## src/rtl/enc_pb_scan.sv

```systemverilog
// Control-panel input front end: synchronises and debounces encoder and button pins,
// decodes quadrature into saturating signed counts with read-and-clear, and tracks sticky press events.
module enc_pb_scan #(
  parameter int CH      = 8,
  parameter int PB      = 8,
  parameter int CNT_W   = 8,
  parameter int DEB_DIV = 250,
  parameter int DEB_CNT = 4,
  parameter int DETENT  = 4
) (
  input  logic                    clk_i,
  input  logic                    rst_i,
  input  logic [2*CH-1:0]         enc_i,
  input  logic [PB-1:0]           pb_i,
  input  logic                    rd_i,
  input  logic [3:0]              rd_sel_i,
  output logic signed [CNT_W-1:0] rd_data_o,
  output logic                    rd_vld_o,
  output logic [CH-1:0]           err_o,
  output logic [PB-1:0]           pb_lvl_o,
  output logic [PB-1:0]           pb_evt_o,
  input  logic [PB-1:0]           pb_clr_i
);

  localparam int NB = 2*CH + PB;
  localparam int PW = (DEB_DIV > 1) ? $clog2(DEB_DIV) : 1;
  localparam logic signed [3:0] DET = 4'(DETENT);
  localparam logic signed [CNT_W-1:0] CMAX = {1'b0, {(CNT_W-1){1'b1}}};
  localparam logic signed [CNT_W-1:0] CMIN = {1'b1, {(CNT_W-1){1'b0}}};

  // Gray position along the forward sequence 00,01,11,10.
  function automatic logic [1:0] gpos(input logic [1:0] ba);
    return {ba[1], ba[1] ^ ba[0]};
  endfunction

  function automatic logic signed [CNT_W-1:0] sat_add(input logic signed [CNT_W-1:0] a,
                                                      input logic signed [1:0] s);
    if (s == 2'sd1 && a == CMAX) return a;
    if (s == -2'sd1 && a == CMIN) return a;
    return a + CNT_W'(s);
  endfunction

  logic [NB-1:0]           sync1_q, sync2_q;
  logic [NB-1:0]           acc_q, acc_d;
  logic [PW-1:0]           presc_q, presc_d;
  logic                    tick;
  logic [3:0]              dcnt_q [NB];
  logic [3:0]              dcnt_d [NB];
  logic signed [3:0]       sub_q [CH];
  logic signed [3:0]       sub_d [CH];
  logic signed [CNT_W-1:0] cnt_q [CH];
  logic signed [CNT_W-1:0] cnt_d [CH];
  logic [CH-1:0]           err_q, err_d;
  logic [PB-1:0]           pb_evt_q, pb_evt_d;
  logic signed [CNT_W-1:0] rd_data_q, rd_data_d;
  logic                    rd_vld_q, rd_vld_d;

  assign tick    = (presc_q == PW'(DEB_DIV - 1));
  assign presc_d = tick ? '0 : presc_q + PW'(1);

  // Debounce: a new level is accepted after DEB_CNT consecutive differing ticks.
  always_comb begin
    acc_d = acc_q;
    for (int i = 0; i < NB; i++) begin
      dcnt_d[i] = dcnt_q[i];
      if (tick) begin
        if (sync2_q[i] != acc_q[i]) begin
          if (dcnt_q[i] + 4'd1 >= 4'(DEB_CNT)) begin
            acc_d[i]  = sync2_q[i];
            dcnt_d[i] = '0;
          end else begin
            dcnt_d[i] = dcnt_q[i] + 4'd1;
          end
        end else begin
          dcnt_d[i] = '0;
        end
      end
    end
  end

  // Quadrature decode, detent accumulation, saturating count, read-and-clear.
  always_comb begin
    logic [1:0]        dq;
    logic signed [1:0] edg;
    logic signed [1:0] st;
    logic signed [3:0] sn;
    logic              ill;
    logic              hit;
    dq  = '0;
    edg = '0;
    st  = '0;
    sn  = '0;
    ill = 1'b0;
    hit = 1'b0;
    rd_vld_d  = rd_i;
    rd_data_d = rd_data_q;
    if (rd_i) rd_data_d = '0;
    for (int k = 0; k < CH; k++) begin
      dq  = gpos(acc_d[2*k +: 2]) - gpos(acc_q[2*k +: 2]);
      edg = '0;
      ill = 1'b0;
      case (dq)
        2'b01:   edg = 2'sd1;
        2'b11:   edg = -2'sd1;
        2'b10:   ill = 1'b1;
        default: edg = '0;
      endcase
      sn = sub_q[k] + 4'(edg);
      st = '0;
      if (sn == DET) begin
        st = 2'sd1;
        sn = '0;
      end else if (sn == -DET) begin
        st = -2'sd1;
        sn = '0;
      end
      sub_d[k] = sn;
      hit = rd_i && (rd_sel_i == 4'(k));
      if (hit) rd_data_d = cnt_q[k];
      cnt_d[k] = hit ? CNT_W'(st) : sat_add(cnt_q[k], st);
      err_d[k] = ill | (err_q[k] & ~hit);
    end
  end

  // A press is the accepted active-low pin falling; a press in the same cycle as a clear wins.
  assign pb_evt_d = (pb_evt_q & ~pb_clr_i) | (acc_q[2*CH +: PB] & ~acc_d[2*CH +: PB]);

  always_ff @(posedge clk_i) begin
    if (rst_i) begin
      sync1_q   <= '1;
      sync2_q   <= '1;
      acc_q     <= '1;
      presc_q   <= '0;
      for (int i = 0; i < NB; i++) dcnt_q[i] <= '0;
      for (int k = 0; k < CH; k++) begin
        sub_q[k] <= '0;
        cnt_q[k] <= '0;
      end
      err_q     <= '0;
      pb_evt_q  <= '0;
      rd_data_q <= '0;
      rd_vld_q  <= 1'b0;
    end else begin
      sync1_q   <= {pb_i, enc_i};
      sync2_q   <= sync1_q;
      acc_q     <= acc_d;
      presc_q   <= presc_d;
      for (int i = 0; i < NB; i++) dcnt_q[i] <= dcnt_d[i];
      for (int k = 0; k < CH; k++) begin
        sub_q[k] <= sub_d[k];
        cnt_q[k] <= cnt_d[k];
      end
      err_q     <= err_d;
      pb_evt_q  <= pb_evt_d;
      rd_data_q <= rd_data_d;
      rd_vld_q  <= rd_vld_d;
    end
  end

  assign rd_data_o = rd_data_q;
  assign rd_vld_o  = rd_vld_q;
  assign err_o     = err_q;
  assign pb_lvl_o  = ~acc_q[2*CH +: PB];
  assign pb_evt_o  = pb_evt_q;

endmodule

```

## config.mk

```make
export PLATFORM = sky130hd
export DESIGN_NAME = enc_pb_scan
export DESIGN_NICKNAME = d
export VERILOG_FILES = /design/src/rtl/enc_pb_scan.sv
export SDC_FILE = /design/constraint.sdc
export NUM_CORES = 1
export LEC_CHECK = 0
export BUFFER_PORTS_ARGS = -buffer_cell sky130_fd_sc_hd__buf_2
export CAP_MARGIN = 20
export CELL_PAD_IN_SITES_DETAIL_PLACEMENT = 1
export CELL_PAD_IN_SITES_GLOBAL_PLACEMENT = 1
export CORE_UTILIZATION = 24
export DETAILED_ROUTE_END_ITERATION = 6
export GPL_TIMING_DRIVEN = 1
export PLACE_DENSITY_LB_ADDON = 0.08
export SLEW_MARGIN = 20
export SYNTH_ARGS = -nofsm -noshare
export SYNTH_HDL_FRONTEND = slang
export SYNTH_SLANG_ARGS = --single-unit
```

## constraint.sdc

```tcl
create_clock -name clk_i -period 8.75 [get_ports clk_i]
set_input_delay 0.4375 -clock clk_i [delete_from_list [all_inputs] [get_ports clk_i]]
set_output_delay 0.4375 -clock clk_i [all_outputs]
set_load 0.02 [all_outputs]
```

==> results.toml <==
[timing]
max_slew_margin = 0.3473
setup_viol = 0
grt_setup_unrepaired = "no"
finalCritPeriodShare = 0.8119
tightest_slew_ns = 0.9764
timing_hold_violations_final = 0
clock_skew_ns = 0.02574
finalSetupTns_ns = 0
final.setup.worst_slack_ns = 1.646
hold_slack_ns = 0.04484
min_period_ns = 7.104
max_freq_mhz = 140.8
drv_slew = 0

[cells_and_area]
drive_above_1_share = 0.1212
finalNonFillerCells = 2861
diodes = 0
fin_util = 0.2850
layout.nets = 2131
syn_to_final_growth_pct = 16.43
n_fill_cell = 7810

[run_status]
status = "finished clean"

[floorplan]
initial_core_util = 0.2447
fp.coreArea_um2 = 66330
dieArea_um2 = 68690
die_y_um = 262.1
dieWidth_um = 262.1
rows = 94
io_pins = 72

[cts]
cts_tree = "built"
path_clk_slew_ns = 0.06
cts.path.max_buffers = 3
cts_sinks = 297
clk_latency_ns = 0.58
root_buffer = "clkbuf_16"
cts_buffers = 40
ctsHtreeMaxLevel = 2

[critical_path]
critPathRequiredTime_ns = 9.23
cp-end-kind = "register"
critical_path_arrival_ns = 7.58
cp_max_fo = 56
cp_slowest_cell = "nor2_1"
critPathMaxStageDelay_ns = 0.56
crit_top_cell = "ha_1"
path_class = "reg2reg"
start_kind = "register"

[yosys]
synth_area_leader_cell = "dfxtp_1"
yosysMostFrequentCell = "dfxtp_1"
synth_edf_count = 0
synth_cell_type_count = 76
ys_seq_area_frac = 0.3662
synth-async-reset-ratio = 0
yosys-top-cells-area = "dfxtp_1, ha_1, a21oi_1"
synth_top_cell_area_share = 0.3662
ys_ff_latch = 297
ys_warn_count = 0
synth_nets = 2069
synth_area_per_cell_um2 = 8.513
yosys-top-cells-count = "dfxtp_1, nand2_1, a21oi_1"
syn_inst = 1907
synthFlopType = "dfxtp_1"
syn-cell-area_um2 = 16230

[route]
vias = 13860
via_per_inst = 4.845
ant_nets = 0
routed_wl_um = 47450
drcViolationCount = 0
firstDrtPassIters = 4
drt_iter0_markers = 508
wire_per_inst_um = 16.58

[power]
leakage_nw = 7.898
ir_drop_mv = 0.1065
powerDensity_nw_per_um2 = 165.4

[global_routing]
grt_pass1_wl_um = 77180
grt_pass1_vias = 14070
gr-total-overflow = 0
antenna_found_initial = 0
grt_max_degree = 77
grt_util_all_layers = 0.1393

[placed_design]
post-dp-hpwl_um = 33260
port_buffers = 71
place_ws_ns = 1.622
dp.cells = 2784
gp_congestion = 0.7342

[run]
cap_viol_max_count = 0

[worst_hold_path]
hp-class = "in2reg"
[worst max-delay path, delay by kind of cell, from the launching register on]
kind | cells | cell delay (ns)
AOI/OAI and AO/OA | 8 | 1.86
muxes | 1 | 0.33
xor gates and xnor gates | 1 | 0.11
buffers and inverters | 2 | 0.24
adders and majority gates | 4 | 1.26
DFF | 1 | 0.36
and+or+nand+nor | 11 | 2.83
[final cells by class]
class,instances,area [um2],share of cell area
inverters,73,274.0,0.01450
clock inverters,13,145.1,0.007679
repair buffers,89,514.2,0.02721
clock buffers,57,1176,0.06222
flip-flops and latches,297,5946,0.3146
multi-input cells,1468,9766,0.5166
well taps,864,1081,0.05719
[repair_timing]
| item | 4_1_cts | 5_1_grt |
|---|---|---|
| setup buffers | 0 | 0 |
| gates resized for setup | 0 | 0 |
| hold endpoints to repair | 7 | 0 |
| hold buffers | 7 | 0 |
[final timing paths]
kind | startpoint | to | slack (ns) | cells past startpoint
min reg2reg | sync1_q[11] | sync2_q[11] | 0.41 | 1
max | presc_q[1] | cnt_q[0][15] | 1.65 | 27
max reg2reg | presc_q[1] | cnt_q[0][15] | 1.65 | 27
min | enc_i[13] | sync1_q[13] | 0.04 | 2
[report_power, final]
part	leakage (nW)	internal (mW)	total, mW	switching, mW
logic	4.83	0.0279	0.0817	0.0537
clock network	0.661	0.997	1.67	0.674
registers	2.41	1.37	1.37	0.00738
total	7.90	2.39	3.13	0.735
[flip-flops by register name, indices dropped and copies added (netlist names)]
name and cells:
acc_q 24, cnt_q 64, dcnt_q 96, err_o 8
pb_evt_o 8, presc_q 8, rd_data_o 8, rd_vld_o 1
sub_q 32, sync1_q 24, sync2_q 24
[layer usage]
layer  global-route usage  vias up  wire [um]
met5                    0        -          0
met4              0.03565        0        812
met3              0.02305       54       1425
met2               0.2224      121      20980
met1               0.1934     6729      24230
li1                     -     6958          -
[per-stage QoR]
step	power (mW)	area (um2)
after global routing	3.271	18900
after global placement	1.485	17510
final	3.126	18900
after floorplan	1.449	16230
after CTS	3.211	18900
after detailed placement	1.485	17510
[cell families (layout without fill, tap and decap cells)]
logic type / Yosys count / after routing / synth area share
compound gates: 440 / 440 / 0.1749
xor+xnor: 119 / 119 / 0.06420
fa+ha+maj: 123 / 123 / 0.09896
buf+inv: 142 / 232 / 0.03314
flops: 297 / 297 / 0.3662
mux: 35 / 35 / 0.02235
simple gates: 751 / 751 / 0.2402
[placed cells by master, fill, tap and decap left out, drive strengths merged, types with 36 or more instances in the layout]
cell	netlist	layout
nand3	60	60
nand4	36	36
ha	114	114
or2	66	66
buf	7	82
inv	72	74
o21ai	44	44
nor2	122	122
a21oi	189	189
dfxtp	297	297
clkbuf	62	57
xor2	67	67
xnor2	52	52
nand2	208	208
and3	67	67
No activity file was read; power rests on OpenSTA's default activity.
